[config.mk]
export PLATFORM = sky130hd
export DESIGN_NAME = solar_window_stats
export DESIGN_NICKNAME = d
export VERILOG_FILES = /design/src/rtl/solar_mon_pkg.sv /design/src/rtl/temp_alarm_fsm.sv /design/src/rtl/solar_window_stats.sv
export SDC_FILE = /design/constraint.sdc
export NUM_CORES = 1
export LEC_CHECK = 0
export CAP_MARGIN = 10
export CORE_UTILIZATION = 39
export DETAILED_ROUTE_END_ITERATION = 10
export REMOVE_ABC_BUFFERS = 1
export SYNTH_ARGS = -nofsm -noshare
export SYNTH_HDL_FRONTEND = slang
export SYNTH_HIERARCHICAL = 1
export SYNTH_SLANG_ARGS = --single-unit
[constraint.sdc]
create_clock -name clk -period 12.1 [get_ports clk]
set_clock_uncertainty 0.05 [all_clocks]
set_input_delay 3.63 -clock clk [delete_from_list [all_inputs] [get_ports clk]]
set_output_delay 3.63 -clock clk [all_outputs]
set_load 0.005 [all_outputs]
[src/rtl/solar_mon_pkg.sv]
// Shared types and defaults for the solar monitor statistics path.
// Temperature-state encodings, sample width and default alarm thresholds.
package solar_mon_pkg;

   localparam int SAMPLE_W = 12;
   localparam int POWER_W  = 2 * SAMPLE_W;
   localparam int DCNT_W   = 4;

   typedef enum logic [1:0] {
      TS_NORMAL = 2'd0,
      TS_WARN   = 2'd1,
      TS_FAULT  = 2'd2
   } temp_state_t;

   localparam int                  DEF_LOG2_N     = 4;
   localparam logic [SAMPLE_W-1:0] DEF_TEMP_WARN  = 12'd2800;
   localparam logic [SAMPLE_W-1:0] DEF_TEMP_FAULT = 12'd3400;
   localparam logic [SAMPLE_W-1:0] DEF_TEMP_HYST  = 12'd100;
   localparam int                  DEF_DEBOUNCE   = 3;

endpackage

[src/rtl/temp_alarm_fsm.sv]
// Debounced, hysteretic NORMAL/WARN/FAULT alarm; advances only on accepted samples.
// State and fault update at the edge taking the DEBOUNCE-th qualifying sample; no backpressure.
module temp_alarm_fsm
   import solar_mon_pkg::*;
#(
   parameter logic [SAMPLE_W-1:0] TEMP_WARN  = DEF_TEMP_WARN,
   parameter logic [SAMPLE_W-1:0] TEMP_FAULT = DEF_TEMP_FAULT,
   parameter logic [SAMPLE_W-1:0] TEMP_HYST  = DEF_TEMP_HYST,
   parameter int                  DEBOUNCE   = DEF_DEBOUNCE
) (
   input  logic                clk,
   input  logic                reset,
   input  logic                sample_valid,
   input  logic [SAMPLE_W-1:0] temperature,
   output logic [1:0]          temp_state,
   output logic                fault
);

   localparam logic [SAMPLE_W-1:0] WARN_CLR  = TEMP_WARN - TEMP_HYST;
   localparam logic [SAMPLE_W-1:0] FAULT_CLR = TEMP_FAULT - TEMP_HYST;
   localparam logic [DCNT_W-1:0]   DEB       = DCNT_W'(DEBOUNCE);

   temp_state_t       state;
   logic [DCNT_W-1:0] cnt_hi;
   logic [DCNT_W-1:0] cnt_lo;
   logic [DCNT_W-1:0] hi_inc;
   logic [DCNT_W-1:0] lo_inc;
   logic              ge_warn;
   logic              ge_fault;
   logic              below_warn_clr;
   logic              below_fault_clr;

   assign hi_inc          = cnt_hi + DCNT_W'(1);
   assign lo_inc          = cnt_lo + DCNT_W'(1);
   assign ge_warn         = (temperature >= TEMP_WARN);
   assign ge_fault        = (temperature >= TEMP_FAULT);
   assign below_warn_clr  = (temperature < WARN_CLR);
   assign below_fault_clr = (temperature < FAULT_CLR);
   assign temp_state      = state;

   // cnt_hi counts toward escalation, cnt_lo toward WARN (from NORMAL) or de-escalation.
   always_ff @(posedge clk or negedge reset) begin
      if (!reset) begin
         state  <= TS_NORMAL;
         cnt_hi <= '0;
         cnt_lo <= '0;
         fault  <= 1'b0;
      end else if (sample_valid) begin
         case (state)
            TS_NORMAL: begin
               if (ge_fault && hi_inc == DEB) begin
                  state  <= TS_FAULT;
                  fault  <= 1'b1;
                  cnt_hi <= '0;
                  cnt_lo <= '0;
               end else if (ge_warn && lo_inc == DEB) begin
                  state  <= TS_WARN;
                  cnt_hi <= '0;
                  cnt_lo <= '0;
               end else begin
                  cnt_hi <= ge_fault ? hi_inc : '0;
                  cnt_lo <= ge_warn ? lo_inc : '0;
               end
            end
            TS_WARN: begin
               if (ge_fault) begin
                  cnt_lo <= '0;
                  if (hi_inc == DEB) begin
                     state  <= TS_FAULT;
                     fault  <= 1'b1;
                     cnt_hi <= '0;
                  end else begin
                     cnt_hi <= hi_inc;
                  end
               end else if (below_warn_clr) begin
                  cnt_hi <= '0;
                  if (lo_inc == DEB) begin
                     state  <= TS_NORMAL;
                     cnt_lo <= '0;
                  end else begin
                     cnt_lo <= lo_inc;
                  end
               end else begin
                  cnt_hi <= '0;
                  cnt_lo <= '0;
               end
            end
            TS_FAULT: begin
               cnt_hi <= '0;
               if (below_fault_clr) begin
                  if (lo_inc == DEB) begin
                     state  <= TS_WARN;
                     fault  <= 1'b0;
                     cnt_lo <= '0;
                  end else begin
                     cnt_lo <= lo_inc;
                  end
               end else begin
                  cnt_lo <= '0;
               end
            end
            default: begin
               state  <= TS_NORMAL;
               fault  <= 1'b0;
               cnt_hi <= '0;
               cnt_lo <= '0;
            end
         endcase
      end
   end

endmodule

[src/rtl/solar_window_stats.sv]
// Window means of V, I and V*I over 2^LOG2_N samples plus temperature alarm.
// Result registered at the edge taking the last sample; held under backpressure, overwritten with sticky overrun.
module solar_window_stats
   import solar_mon_pkg::*;
#(
   parameter int                  LOG2_N     = DEF_LOG2_N,
   parameter logic [SAMPLE_W-1:0] TEMP_WARN  = DEF_TEMP_WARN,
   parameter logic [SAMPLE_W-1:0] TEMP_FAULT = DEF_TEMP_FAULT,
   parameter logic [SAMPLE_W-1:0] TEMP_HYST  = DEF_TEMP_HYST,
   parameter int                  DEBOUNCE   = DEF_DEBOUNCE
) (
   input  logic                clk,
   input  logic                reset,
   input  logic                sample_valid,
   input  logic [SAMPLE_W-1:0] voltage_in,
   input  logic [SAMPLE_W-1:0] current_in,
   input  logic [SAMPLE_W-1:0] temperature_in,
   output logic [SAMPLE_W-1:0] avg_voltage,
   output logic [SAMPLE_W-1:0] avg_current,
   output logic [POWER_W-1:0]  avg_power,
   output logic                out_valid,
   input  logic                out_ready,
   output logic                overrun,
   input  logic                clear_overrun,
   output logic [1:0]          temp_state,
   output logic                fault
);

   localparam int               VACC_W = SAMPLE_W + LOG2_N;
   localparam int               PACC_W = POWER_W + LOG2_N;
   localparam logic [LOG2_N-1:0] LAST  = '1;

   logic [LOG2_N-1:0]  win_cnt;
   logic [VACC_W-1:0]  acc_v;
   logic [VACC_W-1:0]  acc_i;
   logic [PACC_W-1:0]  acc_p;
   logic [VACC_W-1:0]  sum_v;
   logic [VACC_W-1:0]  sum_i;
   logic [PACC_W-1:0]  sum_p;
   logic [POWER_W-1:0] prod;
   logic               win_done;

   assign prod     = voltage_in * current_in;
   assign sum_v    = acc_v + {{LOG2_N{1'b0}}, voltage_in};
   assign sum_i    = acc_i + {{LOG2_N{1'b0}}, current_in};
   assign sum_p    = acc_p + {{LOG2_N{1'b0}}, prod};
   assign win_done = sample_valid && (win_cnt == LAST);

   always_ff @(posedge clk or negedge reset) begin
      if (!reset) begin
         win_cnt     <= '0;
         acc_v       <= '0;
         acc_i       <= '0;
         acc_p       <= '0;
         avg_voltage <= '0;
         avg_current <= '0;
         avg_power   <= '0;
         out_valid   <= 1'b0;
         overrun     <= 1'b0;
      end else begin
         if (sample_valid) begin
            win_cnt <= win_cnt + LOG2_N'(1);
            acc_v   <= win_done ? '0 : sum_v;
            acc_i   <= win_done ? '0 : sum_i;
            acc_p   <= win_done ? '0 : sum_p;
         end

         // The closing sample is folded in before the shift, so the mean covers all N samples.
         if (win_done) begin
            avg_voltage <= sum_v[VACC_W-1:LOG2_N];
            avg_current <= sum_i[VACC_W-1:LOG2_N];
            avg_power   <= sum_p[PACC_W-1:LOG2_N];
            out_valid   <= 1'b1;
         end else if (out_ready) begin
            out_valid <= 1'b0;
         end

         if (win_done && out_valid && !out_ready) begin
            overrun <= 1'b1;
         end else if (clear_overrun) begin
            overrun <= 1'b0;
         end
      end
   end

   temp_alarm_fsm #(
      .TEMP_WARN  (TEMP_WARN),
      .TEMP_FAULT (TEMP_FAULT),
      .TEMP_HYST  (TEMP_HYST),
      .DEBOUNCE   (DEBOUNCE)
   ) u_temp_alarm (
      .clk          (clk),
      .reset        (reset),
      .sample_valid (sample_valid),
      .temperature  (temperature_in),
      .temp_state   (temp_state),
      .fault        (fault)
   );

endmodule

### Word-level counts from Yosys, hierarchy flattened

Cells that the tools add are included.

| operators by class | value |
|---|---|
| reductions and logical operators | 11 |
| multipliers | 1 |
| order comparisons | 4 |
| add/subtract/negate cells | 6 |
| muxes and demuxes | 36 |
| eq/ne operators | 14 |

Operator list:

| operator | count |
|---|---|
| $mux W4 | 12 |
| $add A16 B12 Y16 | 2 |
| $mux W16 | 2 |
| $add A28 B24 Y28 | 1 |
| $mux W28 | 1 |
| $ge A12 B12 Y1 const B | 2 |
| $lt A12 B12 Y1 const B | 2 |
| $mul A12 B12 Y24 | 1 |
| $mux W2 | 8 |
| $add A4 B1 Y4 const B | 3 |
| $pmux W4 S3 | 1 |
| $ne A2 B1 Y1 const B | 5 |
| $mux W1 | 9 |
| $ne A3 B1 Y1 const B | 3 |
| $eq A4 B2 Y1 const B | 2 |
| $pmux W4 S2 | 1 |
| $reduce_and A7 Y1 | 1 |
| $pmux W2 S3 | 1 |
| $reduce_and A6 Y1 | 1 |
| $logic_and A1 B1 Y1 | 5 |
| $eq A4 B4 Y1 const B | 1 |
| $reduce_bool A2 Y1 | 2 |
| $ne A3 B3 Y1 const B | 1 |
| $pmux W1 S3 | 1 |
| other kinds (4) | 4 |

| storage, ports and cells | value |
|---|---|
| register bits | 125 |

### Longest topological paths before layout

| depth | value |
|---|---|
| word-level depth | 6 |
| gate-level depth with buffers | 20 |

### Hierarchy

Netlist, hierarchy kept.

Modules (own cells, without submodules):

| module | area an instance (um2) | instances | cells an instance | sequential area each (um2) |
|---|---|---|---|---|
| solar_window_stats | 11,284.6 | 1 | 1,252 | 2,852.7 |
| temp_alarm_fsm | 898.4 | 1 | 97 | 275.3 |

### Least setup slack after synthesis

No wires, ideal clock.

| timing path | value |
|---|---|
| path type | input-to-reg |
| from | input current_in[11] |
| to | register acc_p[25] |
| cell stages on the path | 20 |
| arrival time | 8,172 ps |
| required time | 11,909 ps |
| slack | 3,737 ps |
| library setup time | 141 ps |
| cells stage by stage | clkbuf_1 > and2_1 > fa_1 > inv_1 > fa_1 > inv_1 > fa_1 > fa_1 > inv_1 > fa_1 > inv_1 > ha_1 > buf_2 > a21oi_1 > o21ai_0 > a211o_1 > a21oi_1 > o41ai_2 > xnor2_1 > o22ai_1 |

| between the ends | value |
|---|---|
| cells in the longest elaborated chain, start to end | 3 |

RTL lines:

| what | line | text |
|---|---|---|
| from (decl) | solar_window_stats.sv:16 | `input logic [SAMPLE_W-1:0] current_in,` |
| $mul A12 B12 Y24 | solar_window_stats.sv:43 | `assign prod = voltage_in * current_in;` |
| $add A28 B24 Y28 | solar_window_stats.sv:46 | `assign sum_p = acc_p + {{LOG2_N{1'b0}}, prod};` |
| $mux W28 | solar_window_stats.sv:65 | `acc_p <= win_done ? '0 : sum_p;` |
| to (signal assigned) | solar_window_stats.sv:65 |  |
| to (decl) | solar_window_stats.sv:36 | `logic [PACC_W-1:0] acc_p;` |

Every way passes these cells.
A chain may end at the register's enable or synchronous reset.

### Worst setup path in the final report

| timing path | value |
|---|---|
| from | input current_in[1] |
| to | register avg_power[14] |

| between the ends | value |
|---|---|
| cells in the longest elaborated chain, start to end | 2 |

RTL lines:

| what | line | text |
|---|---|---|
| $mul A12 B12 Y24 | solar_window_stats.sv:43 |  |
| $add A28 B24 Y28 | solar_window_stats.sv:46 |  |
| to (signal assigned) | solar_window_stats.sv:72 | `avg_power <= sum_p[PACC_W-1:LOG2_N];` |
| to (decl) | solar_window_stats.sv:20 | `output logic [POWER_W-1:0] avg_power,` |

Every way passes these cells.

==> impl_metrics.yaml <==
clock_tree:
  clockBufferDepth: 2
  ctsResizeCount: 0
  h-tree-depth: 4
  cts_tree: "built"
  ctsRootBufferMaster: "clkbuf_16"
  cts_sinks: 125
  clk_pin_slew_worst_paths_ns: 0.05
  clk_latency_ns: 0.44
  postCtsSetupBuffers: 0
  ctsHoldBuffers: 0
  numCtsBuffers: 17
placement:
  routabilityCongestion: 0.868
  io_buffers: 91
  place_ws_ns: 2.58
  place_hpwl_mm: 20.7
finish:
  nFillCells: 2998
  regArea_um2: 3130
  multi_input_area_um2: 7880
  num_antenna_cells: 0
  drive_above_1_share_pct: 5.99
  fin_util_pct: 45.6
  nets: 1671
  final_cell_mix: "255 x inv_1, 148 x nand2_1, 125 x fa_1, 125 x dfrtp_1, 97 x ha_1"
  syn2layout_area_growth_pct: 14.9
  final_common_cell: "inv_1"
detailed_routing:
  drtAntennaViolNets: 0
  top_layer: "met4"
  wl_met1_mm: 12.7
  wl_met3_mm: 1.08
  via_count: 9321
  routedWlPerCell_um: 15.4
  dr.pass1.iters: 5
  drtIter0Drc: 430
  drc_errors: 0
  route.met2.wl_mm: 13.7
  routed_wl_mm: 27.9
  routed_via_density: 5.13
global_route:
  grt_pass1_vias: 9589
  antenna_found_initial: 0
  overflow: 0
  grt_first_pass_wirelength_mm: 47.5
  grt_max_degree: 68
  grt.total_usage_pct: 19.0
flow_run:
  timing.max_cap.violations: 0
floorplan:
  coreArea_um2: 30700
  die_w_um: 179
  start_util_pct: 39.7
  die_y_um: 179
  std_cell_rows: 64
  die_area_um2: 31900
  ios: 94
sta:
  period_share_pct: 75.5
  worst-slew-pin-transition_ns: 0.926
  slew_viol_final: 0
  fmax_mhz: 110
  finalWorstSetupSlack_ns: 2.97
  whs_ns: 0.424
  finalSetupViolations: 0
  rsz0062_at_grt: "false"
  finalHoldViolations: 0
  finalCriticalPeriod_ns: 9.13
  relSlewSlack_pct: 38.2
  setup-tns-final_ns: 0
worst_setup_path:
  start_kind: "input pin"
  crit_path_end_kind: "flip-flop"
  arrival_ns: 9.39
  ff2ff_path_depth: 15
  timing.rr.start: "acc_p[7]"
  crit_required_ns: 12.36
  reg2reg_slack_ns: 7.36
  rr_endpoint: "avg_power[14]"
  critPathKind: "in2reg"
  cp_max_fo: 14
synthesis:
  yosysSeqAreaShare_pct: 25.7
  synth-seq-cells: 125
  async_reset_ff_share_pct: 100
  synth_edf_count: 0
  ys_types: 78
  ys.flop_type: "dfrtp_1"
  syn_area_um2: 12200
  synthCells: 1349
  avgSynthCellArea_um2: 9.03
  yosysWarnings: 6
worst_hold_path:
  min_path_type: "reg2reg"
  whs_endpoint: "avg_voltage[0]"
  hold_depth: 2
  hp-start: "avg_voltage[0]"
status:
  status: "finished clean"
stage by stage:
| step | instance area, µm² | std cells |
|---|---|---|
| 2_1_floorplan | 12000 | 1293 |
| 3_3_place_gp | 13400 | 1785 |
| 3_5_place_dp | 13400 | 1785 |
| 4_1_cts | 14000 | 1816 |
| 5_1_grt | 14000 | 1816 |
| 6_report | 14000 | 1816 |
layer usage:
metal	vias up	global-route usage (%)
li1	4490	-
met1	4657	24.7
met2	148	32.3
met3	26	3.52
met4	0	5.01
met5	-	0
registers in the layout (all words and copies together) (netlist names), 12 cells and up:
register / count
avg_current: 12
avg_power: 24
acc_p: 28
acc_i: 16
avg_voltage: 12
acc_v: 16
worst max-delay path by stage:
stage | from | endpoint | slack, ns | depth (start not counted)
2_1_floorplan | current_in[2] | avg_power[19] | 3.84 | 18
3_3_place_gp | current_in[5] | avg_power[19] | 2.59 | 18
3_5_place_dp | current_in[1] | avg_power[14] | 2.58 | 18
4_1_cts | current_in[1] | avg_power[14] | 3.02 | 18
5_1_grt | current_in[1] | avg_power[22] | 2.67 | 18
6_report | current_in[1] | avg_power[14] | 2.97 | 18
synth_stat cells, types with 3 or more instances:
cell type | count | area, µm²
nand2_1 | 148 | 556
nand4_1 | 7 | 43.8
buf_2 | 5 | 25.0
a21boi_0 | 3 | 22.5
and2_1 | 87 | 544
ha_1 | 97 | 1210
and3_1 | 5 | 31.3
nand3_1 | 29 | 145
a21boi_1 | 3 | 22.5
xnor2_1 | 27 | 236
o22ai_1 | 40 | 250
a31o_2 | 4 | 35.0
or3_1 | 4 | 25.0
o21a_1 | 8 | 60.1
o21ai_0 | 73 | 365
a21o_1 | 17 | 128
a211oi_1 | 5 | 37.5
nand2b_1 | 7 | 43.8
o21bai_1 | 6 | 45.0
fa_1 | 125 | 2500
o211ai_1 | 3 | 22.5
inv_1 | 255 | 957
mux2_2 | 3 | 33.8
dfrtp_1 | 125 | 3130
o21ai_1 | 19 | 95.1
nor2b_1 | 5 | 31.3
o31ai_1 | 6 | 45.0
nor2_1 | 31 | 116
a21oi_2 | 4 | 35.0
xor2_1 | 23 | 201
o211ai_2 | 6 | 75.1
nor3_1 | 9 | 45.0
a31oi_1 | 6 | 37.5
a21oi_1 | 45 | 225
clkbuf_1 | 49 | 184
a22o_1 | 4 | 35.0
o21ai_2 | 4 | 35.0
critical path, cell delays in order:
cell and delay (ns):
clkdlybuf4s50_1 0.72, and2_1 0.34, fa_1 0.50, inv_1 0.06
fa_1 0.50, inv_1 0.05, fa_1 0.51, inv_1 0.05
fa_1 0.46, fa_1 0.54, inv_1 0.04, ha_1 0.38
a21oi_1 0.27, a41oi_1 0.28, o21ai_0 0.43, a21oi_1 0.16
xor2_1 0.19, mux2_2 0.28
cell families (layout without fill, tap and decap cells):
| kind of cell | after synthesis | in the layout | share of synthesized area (%) |
|---|---|---|---|
| fa+ha+maj | 222 | 222 | 30.5 |
| compound gates | 290 | 290 | 16.2 |
| flops | 125 | 125 | 25.7 |
| xor+xnor | 50 | 50 | 3.59 |
| simple gates | 347 | 347 | 14.0 |
| mux | 4 | 4 | 0.359 |
| buf+inv | 311 | 382 | 9.63 |
final cells by class:
class	instances	area share, %
timing repair buffer	96	6.75
clock inverter	10	0.814
clock buffer	21	3.36
tap	396	3.54
multi-input combinational	913	56.3
inverter	255	6.84
sequential	125	22.4
Power is left out: the tool's default activity adds up to more than one toggle a clock period on the data nets, which glitch-free logic cannot reach.
